==> config.mk <==
export PLATFORM = sky130hd
export DESIGN_NAME = mac_operand_feeder
export DESIGN_NICKNAME = d
export VERILOG_FILES = /design/src/rtl/mac_pkg.sv /design/src/rtl/mac_operand_buf.sv /design/src/rtl/mac_operand_feeder.sv
export SDC_FILE = /design/constraint.sdc
export NUM_CORES = 1
export LEC_CHECK = 0
export ABC_CLOCK_PERIOD_IN_PS = 2550
export BUFFER_PORTS_ARGS = -buffer_cell sky130_fd_sc_hd__clkbuf_2
export CORE_MARGIN = 2
export CORE_UTILIZATION = 45
export DETAILED_ROUTE_END_ITERATION = 10
export GPL_TIMING_DRIVEN = 0
export HOLD_SLACK_MARGIN = 0.12
export PLACE_DENSITY = 0.69
export SYNTH_ARGS = -nofsm -noshare
export SYNTH_HDL_FRONTEND = slang
export SYNTH_SLANG_ARGS = --single-unit
==> constraint.sdc <==
create_clock -name clk -period 2.55 [get_ports clk]
set_clock_uncertainty 0.05 [all_clocks]
set_input_delay 0.51 -clock clk [delete_from_list [all_inputs] [get_ports clk]]
set_output_delay 0.51 -clock clk [all_outputs]
set_load 0.02 [all_outputs]
==> src/rtl/mac_pkg.sv <==
// Shared widths, defaults and state encoding for the mac operand path.
// Lane j of a packed lane bus occupies bits [lane_lo(j) +: OP_W].
package mac_pkg;

  localparam int OP_W       = 8;
  localparam int ACC_W      = 16;
  localparam int N_ELEM_DEF = 25;
  localparam int IDX_W      = 6;

  typedef enum logic [1:0] {
    ST_IDLE   = 2'd0,
    ST_PRIME  = 2'd1,
    ST_STREAM = 2'd2
  } state_e;

  function automatic int lane_lo(input int j);
    return j * OP_W;
  endfunction

endpackage

==> src/rtl/mac_operand_buf.sv <==
// Two N_ELEM x 8 operand register files, one sync write port and
// PARALLEL combinational read ports; out-of-range reads return 0.
module mac_operand_buf
  import mac_pkg::*;
#(
  parameter int N_ELEM   = N_ELEM_DEF,
  parameter int PARALLEL = 1
) (
  input  logic                      clk,
  input  logic                      rst_b,
  input  logic                      we,
  input  logic                      sel,
  input  logic [IDX_W-1:0]          waddr,
  input  logic [OP_W-1:0]           wdata,
  input  logic [PARALLEL*IDX_W-1:0] raddr,
  output logic [PARALLEL*OP_W-1:0]  rdata_a,
  output logic [PARALLEL*OP_W-1:0]  rdata_b
);

  logic [OP_W-1:0] a_q [N_ELEM];
  logic [OP_W-1:0] a_d [N_ELEM];
  logic [OP_W-1:0] b_q [N_ELEM];
  logic [OP_W-1:0] b_d [N_ELEM];

  always_comb begin
    a_d = a_q;
    b_d = b_q;
    for (int i = 0; i < N_ELEM; i++) begin
      if (we && waddr == IDX_W'(i)) begin
        if (sel) b_d[i] = wdata;
        else     a_d[i] = wdata;
      end
    end
  end

  // Reads see the post-write view so a same-cycle write+launch
  // streams the freshly written value.
  always_comb begin
    rdata_a = '0;
    rdata_b = '0;
    for (int p = 0; p < PARALLEL; p++) begin
      for (int i = 0; i < N_ELEM; i++) begin
        if (raddr[p*IDX_W +: IDX_W] == IDX_W'(i)) begin
          rdata_a[lane_lo(p) +: OP_W] = a_d[i];
          rdata_b[lane_lo(p) +: OP_W] = b_d[i];
        end
      end
    end
  end

  always_ff @(posedge clk or negedge rst_b) begin
    if (!rst_b) begin
      a_q <= '{default: '0};
      b_q <= '{default: '0};
    end else begin
      a_q <= a_d;
      b_q <= b_d;
    end
  end

endmodule

==> src/rtl/mac_operand_feeder.sv <==
// Streams buffered A/B operands into a mac under start/done and
// returns the captured accumulator with a one-cycle valid pulse.
module mac_operand_feeder
  import mac_pkg::*;
#(
  parameter int PARALLEL    = 1,
  parameter int N_ELEM      = N_ELEM_DEF,
  parameter int TIMEOUT_CYC = 500
) (
  input  logic                     clk,
  input  logic                     rst_b,
  input  logic                     wr_en,
  input  logic                     wr_sel,
  input  logic [4:0]               wr_addr,
  input  logic [OP_W-1:0]          wr_data,
  input  logic                     go,
  output logic                     busy,
  output logic [PARALLEL*OP_W-1:0] mac_din_a,
  output logic [PARALLEL*OP_W-1:0] mac_din_b,
  output logic                     mac_start,
  input  logic                     mac_done,
  input  logic [ACC_W-1:0]         mac_dout,
  output logic [ACC_W-1:0]         result,
  output logic                     result_valid,
  output logic                     timeout_err
);

  localparam int LW = PARALLEL * OP_W;
  localparam int CW = (TIMEOUT_CYC > 2) ? $clog2(TIMEOUT_CYC) : 1;

  state_e           state_q, state_d;
  logic [IDX_W-1:0] idx_q, idx_d;
  logic [CW-1:0]    cnt_q, cnt_d;
  logic             busy_q, busy_d;
  logic             start_q, start_d;
  logic             rv_q, rv_d;
  logic             terr_q, terr_d;
  logic [LW-1:0]    din_a_q, din_a_d;
  logic [LW-1:0]    din_b_q, din_b_d;
  logic [ACC_W-1:0] res_q, res_d;
  logic             go_q, done_q;

  logic [PARALLEL*IDX_W-1:0] raddr;
  logic [LW-1:0]    rd_a, rd_b;
  logic [IDX_W-1:0] rbase;
  logic             launch, done_rise, wr_ok;

  assign wr_ok     = wr_en & ~busy_q;
  assign launch    = (state_q == ST_IDLE) & go & ~go_q;
  assign done_rise = mac_done & ~done_q;
  assign rbase     = (state_q == ST_IDLE) ? '0 : idx_q;

  always_comb begin
    raddr = '0;
    for (int j = 0; j < PARALLEL; j++)
      raddr[j*IDX_W +: IDX_W] = rbase + IDX_W'(j);
  end

  mac_operand_buf #(
    .N_ELEM   (N_ELEM),
    .PARALLEL (PARALLEL)
  ) u_buf (
    .clk     (clk),
    .rst_b   (rst_b),
    .we      (wr_ok),
    .sel     (wr_sel),
    .waddr   ({1'b0, wr_addr}),
    .wdata   (wr_data),
    .raddr   (raddr),
    .rdata_a (rd_a),
    .rdata_b (rd_b)
  );

  always_comb begin
    state_d = state_q;
    idx_d   = idx_q;
    cnt_d   = cnt_q;
    busy_d  = busy_q;
    start_d = start_q;
    rv_d    = 1'b0;
    terr_d  = terr_q;
    din_a_d = din_a_q;
    din_b_d = din_b_q;
    res_d   = res_q;
    unique case (state_q)
      ST_IDLE: begin
        if (launch) begin
          state_d = ST_PRIME;
          busy_d  = 1'b1;
          terr_d  = 1'b0;
          din_a_d = rd_a;
          din_b_d = rd_b;
          idx_d   = IDX_W'(PARALLEL);
        end
      end
      ST_PRIME: begin
        state_d = ST_STREAM;
        start_d = 1'b1;
        cnt_d   = '0;
      end
      ST_STREAM: begin
        // A done edge on the timeout cycle still counts as success.
        if (done_rise) begin
          res_d   = mac_dout;
          rv_d    = 1'b1;
          start_d = 1'b0;
          busy_d  = 1'b0;
          din_a_d = '0;
          din_b_d = '0;
          state_d = ST_IDLE;
        end else if (cnt_q == CW'(TIMEOUT_CYC - 1)) begin
          terr_d  = 1'b1;
          start_d = 1'b0;
          busy_d  = 1'b0;
          din_a_d = '0;
          din_b_d = '0;
          state_d = ST_IDLE;
        end else begin
          din_a_d = rd_a;
          din_b_d = rd_b;
          cnt_d   = cnt_q + 1'b1;
          if (idx_q < IDX_W'(N_ELEM))
            idx_d = idx_q + IDX_W'(PARALLEL);
        end
      end
      default: state_d = ST_IDLE;
    endcase
  end

  always_ff @(posedge clk or negedge rst_b) begin
    if (!rst_b) begin
      state_q <= ST_IDLE;
      idx_q   <= '0;
      cnt_q   <= '0;
      busy_q  <= 1'b0;
      start_q <= 1'b0;
      rv_q    <= 1'b0;
      terr_q  <= 1'b0;
      din_a_q <= '0;
      din_b_q <= '0;
      res_q   <= '0;
      go_q    <= 1'b0;
      done_q  <= 1'b0;
    end else begin
      state_q <= state_d;
      idx_q   <= idx_d;
      cnt_q   <= cnt_d;
      busy_q  <= busy_d;
      start_q <= start_d;
      rv_q    <= rv_d;
      terr_q  <= terr_d;
      din_a_q <= din_a_d;
      din_b_q <= din_b_d;
      res_q   <= res_d;
      go_q    <= go;
      done_q  <= mac_done;
    end
  end

  assign busy         = busy_q;
  assign mac_start    = start_q;
  assign result_valid = rv_q;
  assign timeout_err  = terr_q;
  assign mac_din_a    = din_a_q;
  assign mac_din_b    = din_b_q;
  assign result       = res_q;

endmodule

# After elaboration in Yosys (flattened, before gate mapping)
# Cells that the tools add are included.
[totals]
elab_cells = 349
in_bits = 35
output_inout_bits = 36
ff_bits = 455
[classes]
n_eq_ne = 57
n_mux = 182
order_cmp = 1
bitwise = 7
n_addsub = 2
n_reduce_logical = 38
[op_table]
columns = ["operator", "count"]
rows = [
  ["$mux 8", 156],
  ["$eq 6x5->1 const B", 9],
  ["$eq 6x4->1 const B", 8],
  ["$eq 5x5->1 const B", 9],
  ["$eq 5x4->1 const B", 8],
  ["$pmux 8 s2", 2],
  ["$mux 6", 5],
  ["$logic_and 1x1->1", 25],
  ["$eq 6x3->1 const B", 4],
  ["$eq 5x3->1 const B", 4],
  ["$mux 9", 2],
  ["$pmux 9 s2", 1],
  ["$eq 6x2->1 const B", 2],
  ["$logic_not 6->1", 2],
  ["$pmux 6 s2", 1],
  ["$eq 5x2->1 const B", 2],
  ["$ne 2x2->1 const B", 5],
  ["$add 9x1->9 const B", 1],
  ["$eq 9x9->1 const B", 1],
  ["$mux 1", 8],
  ["$reduce_and 2->1", 4],
  ["$add 6x1->6 const B", 1],
  ["$eq 6x1->1 const B", 1],
  ["$lt 6x5->1 const B", 1],
  ["other kinds (14)", 25],
]

# Depth between registers and ports, before layout
[depth]
word_depth = 32
depth_mapped = 12
mapped_depth_nobuf = 9

# Hierarchy
# Synthesis repeated with hierarchy kept, for this count alone.
[hier_totals]
cells_unflattened = 2088
hier_area_um2 = 22366.5
[by_module_without_submodules]
columns = ["module", "cells_per_inst", "area_per_inst_um2", "instances", "seq_area_each_um2"]
rows = [
  ["mac_operand_buf", 1891, 19967.9, 1, 10009.6],
  ["mac_operand_feeder", 197, 2398.6, 1, 1376.3],
]

# Worst setup path before layout
# OpenSTA, ideal clock, no wires.
[synth_path]
kind = "input-to-reg"
from = "in wr_addr[3]"
to = "reg din_a_q[7], in the netlist mac_din_a[7]"
arrival_ns = 2.895
required_time_ns = 2.380
setup_slack_ns = -0.515
n_path_buf = 1
cell_stages = 9
path_cell_list = "buf_4 > or4bb_1 > nor2_2 > mux2_2 > a221o_1 > a221o_1 > a31oi_1 > o21ai_0 > a31o_2"
[synth_lines]
columns = ["element", "line_no", "source"]
rows = [
  ["start, declared", "mac_operand_feeder.sv:14", "input logic [4:0] wr_addr,"],
  ["end signal, assigned", "mac_operand_feeder.sv:152", "din_a_q <= din_a_d;"],
  ["end, declared", "mac_operand_feeder.sv:38", "logic [LW-1:0] din_a_q, din_a_d;"],
]

==> Implementation_results.wiki <==
{| class="wikitable"
! Metric !! Value
|-
| Run status || complete, but fails checks
|-
| Failing checks || negative setup slack
|-
| Number of vias after detailed routing || between 15000 and 20000
|-
| Area fraction of the dominant cell type after synthesis || 0.530
|-
| Initial antenna violation count || 7
|-
| Peak supply drop || ~0.51 mV
|-
| Clock transition at path regs || about 0.06 ns
|-
| Die area || slightly below 50000 um^2
|-
| Core box area || roughly 47000 um^2
|-
| Clk sink count || roughly 460
|-
| CP endpoint kind || flip-flop
|-
| Number of core rows || 80
|-
| Register-to-Register Setup Slack || -0.70 ns
|-
| Vias in the first global route || 18000
|-
| Via-per-instance ratio || roughly 6.5
|-
| End-of-flow core utilization || 0.577
|-
| Fill cells || 3768
|-
| Post-Route Setup TNS || -7.71 ns
|-
| Arr. time, crit path || 3.70 ns
|-
| Yosys synthesis warning count || 0
|-
| Clock Tree Buf Depth || 3
|-
| Dpl cells || 2479
|-
| Async SR Flop Fraction || 1.00
|-
| Worst hold slack || approximately 0.17 ns
|-
| Distinct cell type count after synthesis || 99
|-
| RSZ-0062 raised after global routing || yes
|-
| Minimum setup slack in the final design || -0.708 ns
|-
| Final setup violation count || 16
|-
| Count of max-cap constraint violations || 0
|-
| Proportion of layout cells with a drive suffix above 1 || 0.437
|-
| Detailed Place HPWL || 50.8 mm
|-
| Number of failing hold endpoints at the final stage || 0
|-
| Largest net degree at the start of global routing || between 100 and 150
|-
| Die width || between 200 and 250 um
|-
| Count of flip-flops with a built-in enable after synthesis || 0
|-
| Kind of path behind the tightest hold check || in2reg
|-
| First-pass GRT wire length || roughly 110 mm
|-
| Mean post-synth cell area || about 12 um^2
|-
| Period minus WS final || 3.26 ns
|-
| Layout overhead on the synthesized area || 27.5%
|-
| Total iterations of the first detailed-routing run || 8
|-
| Top achievable clock speed || between 300 and 400 MHz
|-
| Highest net fanout along the worst path || 10
|-
| Leakage dissipation || 13.2 nW
|-
| Netlist area before placement || 21500 um^2
|-
| Gr ovfl total || 0
|-
| Total of buffers placed on input and output ports || 66
|-
| Number of antenna-violating nets in the routed design || 0
|-
| Number of synthesized register bits || 455
|-
| Global-route usage over all layers || 0.310
|-
| Sequential area share after synthesis || 0.530
|-
| Post-layout net count || 2105
|-
| Starting density of the core || 0.453
|-
| Final cell area excluding filler cells || 27400 um^2
|-
| Drc violations || 0
|-
| Pre-CTS setup slack || -1.62 ns
|-
| Number of ports placed on the die boundary || slightly above 70
|-
| Number of DRC violations after detailed-routing iteration 0 || 2111
|-
| Chip Height || 223 um
|-
| H-tree level count || 2
|-
| Normalized max-slew margin || 0.188
|-
| Cell type with the highest aggregate area in the netlist || sky130_fd_sc_hd__dfrtp_1
|-
| Routed wire length || approximately 80 mm
|-
| Total Power Consumption || approximately 22 mW
|-
| Startpoint type of the worst setup path || input port
|-
| Gate Count Post-Synth || approximately 1800
|-
| CTS buffer count || between 40 and 50
|-
| Mean routed wirelength per cell || 28.7 um
|-
| Required time of the critical path || 2.99 ns
|-
| Cell types with the largest area share after synthesis || sky130_fd_sc_hd__dfrtp_1, sky130_fd_sc_hd__mux2_2, sky130_fd_sc_hd__o21ai_0
|-
| Clock tree root driver cell || sky130_fd_sc_hd__clkbuf_16
|-
| Clock insertion delay at the later pin of the skew report || 0.61 ns
|-
| Crit path kind || in2reg
|-
| Count of non-filler cells in the finished layout || between 2000 and 3000
|-
| Net count after synthesis || ~1800
|-
| Period Utilization, post-route || 1.28
|-
| Measured slew at the worst slew-check pin || between 1 and 1.5 ns
|-
| CTS tree || yes
|-
| Fin. max-slew vios || 0
|-
| Cell area after placement || 23000 um^2
|-
| Power Density || 796 nW/um^2
|-
| Predominant post-synthesis flop cell || sky130_fd_sc_hd__dfrtp_1
|-
| Final GP Congestion || ~0.97
|}
==> registers in the layout, summed over array words and instances, names as in the netlist <==
signal / flops
busy: 1
cnt_q: 9
done_q: 1
go_q: 1
idx_q: 6
mac_din_a: 8
mac_din_b: 8
mac_start: 1
result: 16
result_valid: 1
state_q: 2
timeout_err: 1
u_buf.a_q: 200
u_buf.b_q: 200
==> kinds of logic (layout without fill, tap and decap cells) <==
kind of cell,Yosys count,after routing,synth area share
compound gates,391,391,0.127
xor+xnor,5,5,0.00204
fa+ha+maj,3,3,0.00175
buf+inv,148,460,0.0297
flops,455,455,0.530
mux,385,385,0.201
other cells,0,4,0
simple gates,406,406,0.109
==> layer usage <==
layer  up-vias  routed length, um  track usage
met4         4               5410        0.193
met1      8983              29900        0.400
met3       348               7750       0.0756
met2      1126              35200        0.473
met5         -                 23            0
li1       7238                  -            -
==> what timing repair did <==
| action | in CTS | in global routing |
|---|---|---|
| buffers inserted | 95 | 40 |
| resized for setup | 277 | 77 |
| pin swaps | 53 | 46 |
| hold buffers | 19 | 0 |
| setup endpoints to repair | 22 | 21 |
| hold endpoints to repair | 136 | 0 |
==> cells in the mapped netlist (22+ instances only) <==
library cell,count
sky130_fd_sc_hd__a21oi_1,59
sky130_fd_sc_hd__a221oi_1,22
sky130_fd_sc_hd__a22oi_1,40
sky130_fd_sc_hd__clkbuf_1,84
sky130_fd_sc_hd__dfrtp_1,455
sky130_fd_sc_hd__inv_1,28
sky130_fd_sc_hd__mux2_2,362
sky130_fd_sc_hd__mux2i_1,22
sky130_fd_sc_hd__nand2_1,114
sky130_fd_sc_hd__nand3_1,55
sky130_fd_sc_hd__nor2_1,68
sky130_fd_sc_hd__o21ai_0,89
sky130_fd_sc_hd__o22ai_1,22
==> power by group <==
| group | switching, mW | internal, mW | total (mW) | leakage (nW) |
|---|---|---|---|---|
| sequential | 0.450 | 8.30 | 8.76 | 6.18 |
| combinational | 3.56 | 2.23 | 5.79 | 6.23 |
| clock | 3.05 | 4.20 | 7.25 | 0.789 |
==> layout by cell type, fill, tap and decap left out, types with 16 or more instances in the layout <==
cell / n
sky130_fd_sc_hd__dfrtp_1: 451
sky130_fd_sc_hd__mux2_2: 345
sky130_fd_sc_hd__buf_4: 116
sky130_fd_sc_hd__nand2_1: 92
sky130_fd_sc_hd__clkbuf_2: 80
sky130_fd_sc_hd__o21ai_0: 71
sky130_fd_sc_hd__clkbuf_1: 62
sky130_fd_sc_hd__a21oi_1: 52
sky130_fd_sc_hd__nor2_1: 51
sky130_fd_sc_hd__clkbuf_16: 51
sky130_fd_sc_hd__nand3_1: 39
sky130_fd_sc_hd__a22oi_1: 35
sky130_fd_sc_hd__clkbuf_8: 27
sky130_fd_sc_hd__inv_1: 26
sky130_fd_sc_hd__buf_6: 24
sky130_fd_sc_hd__o22ai_1: 21
sky130_fd_sc_hd__dlygate4sd3_1: 19
sky130_fd_sc_hd__mux2i_1: 18
sky130_fd_sc_hd__mux2_4: 18
sky130_fd_sc_hd__nand4_1: 18
sky130_fd_sc_hd__a221o_1: 17
sky130_fd_sc_hd__buf_12: 16
sky130_fd_sc_hd__o21ai_1: 16
sky130_fd_sc_hd__o211ai_1: 16
==> final timing paths <==
| path | from | endpoint | cells past startpoint |
|---|---|---|---|
| max | wr_data[6] | mac_din_a[6] | 9 |
| min | wr_data[5] | u_buf.b_q[141] | 2 |
| max reg2reg | busy | mac_din_a[6] | 9 |
| min reg2reg | u_buf.b_q[174] | u_buf.b_q[174] | 2 |
| max in group asynchronous | rst_b | mac_din_b[3] | 5 |
| min in group asynchronous | rst_b | u_buf.a_q[199] | 2 |
==> final cells by class <==
cell class	instances	area, um^2	share of cell area
sequential	455	11400	0.416
multi-input combinational	1190	10800	0.395
timing repair buffer	225	1880	0.0688
clock buffer	81	1540	0.0562
buffer	116	790	0.0288
tap	615	769	0.0281
inverter	30	113	0.00411
clock inverter	8	77.6	0.00283
antenna	4	10.0	0.000365
==> worst max-delay path, cell delays in order <==
cell                       delay (ns)
sky130_fd_sc_hd__clkbuf_1        0.26
sky130_fd_sc_hd__inv_1           0.50
sky130_fd_sc_hd__clkbuf_1        0.79
sky130_fd_sc_hd__o21ai_0         0.35
sky130_fd_sc_hd__a22oi_1         0.24
sky130_fd_sc_hd__nand4_1         0.17
sky130_fd_sc_hd__o211ai_1        0.42
sky130_fd_sc_hd__a21boi_1        0.16
sky130_fd_sc_hd__a221o_1         0.28
(Power assumes the default switching activity.)
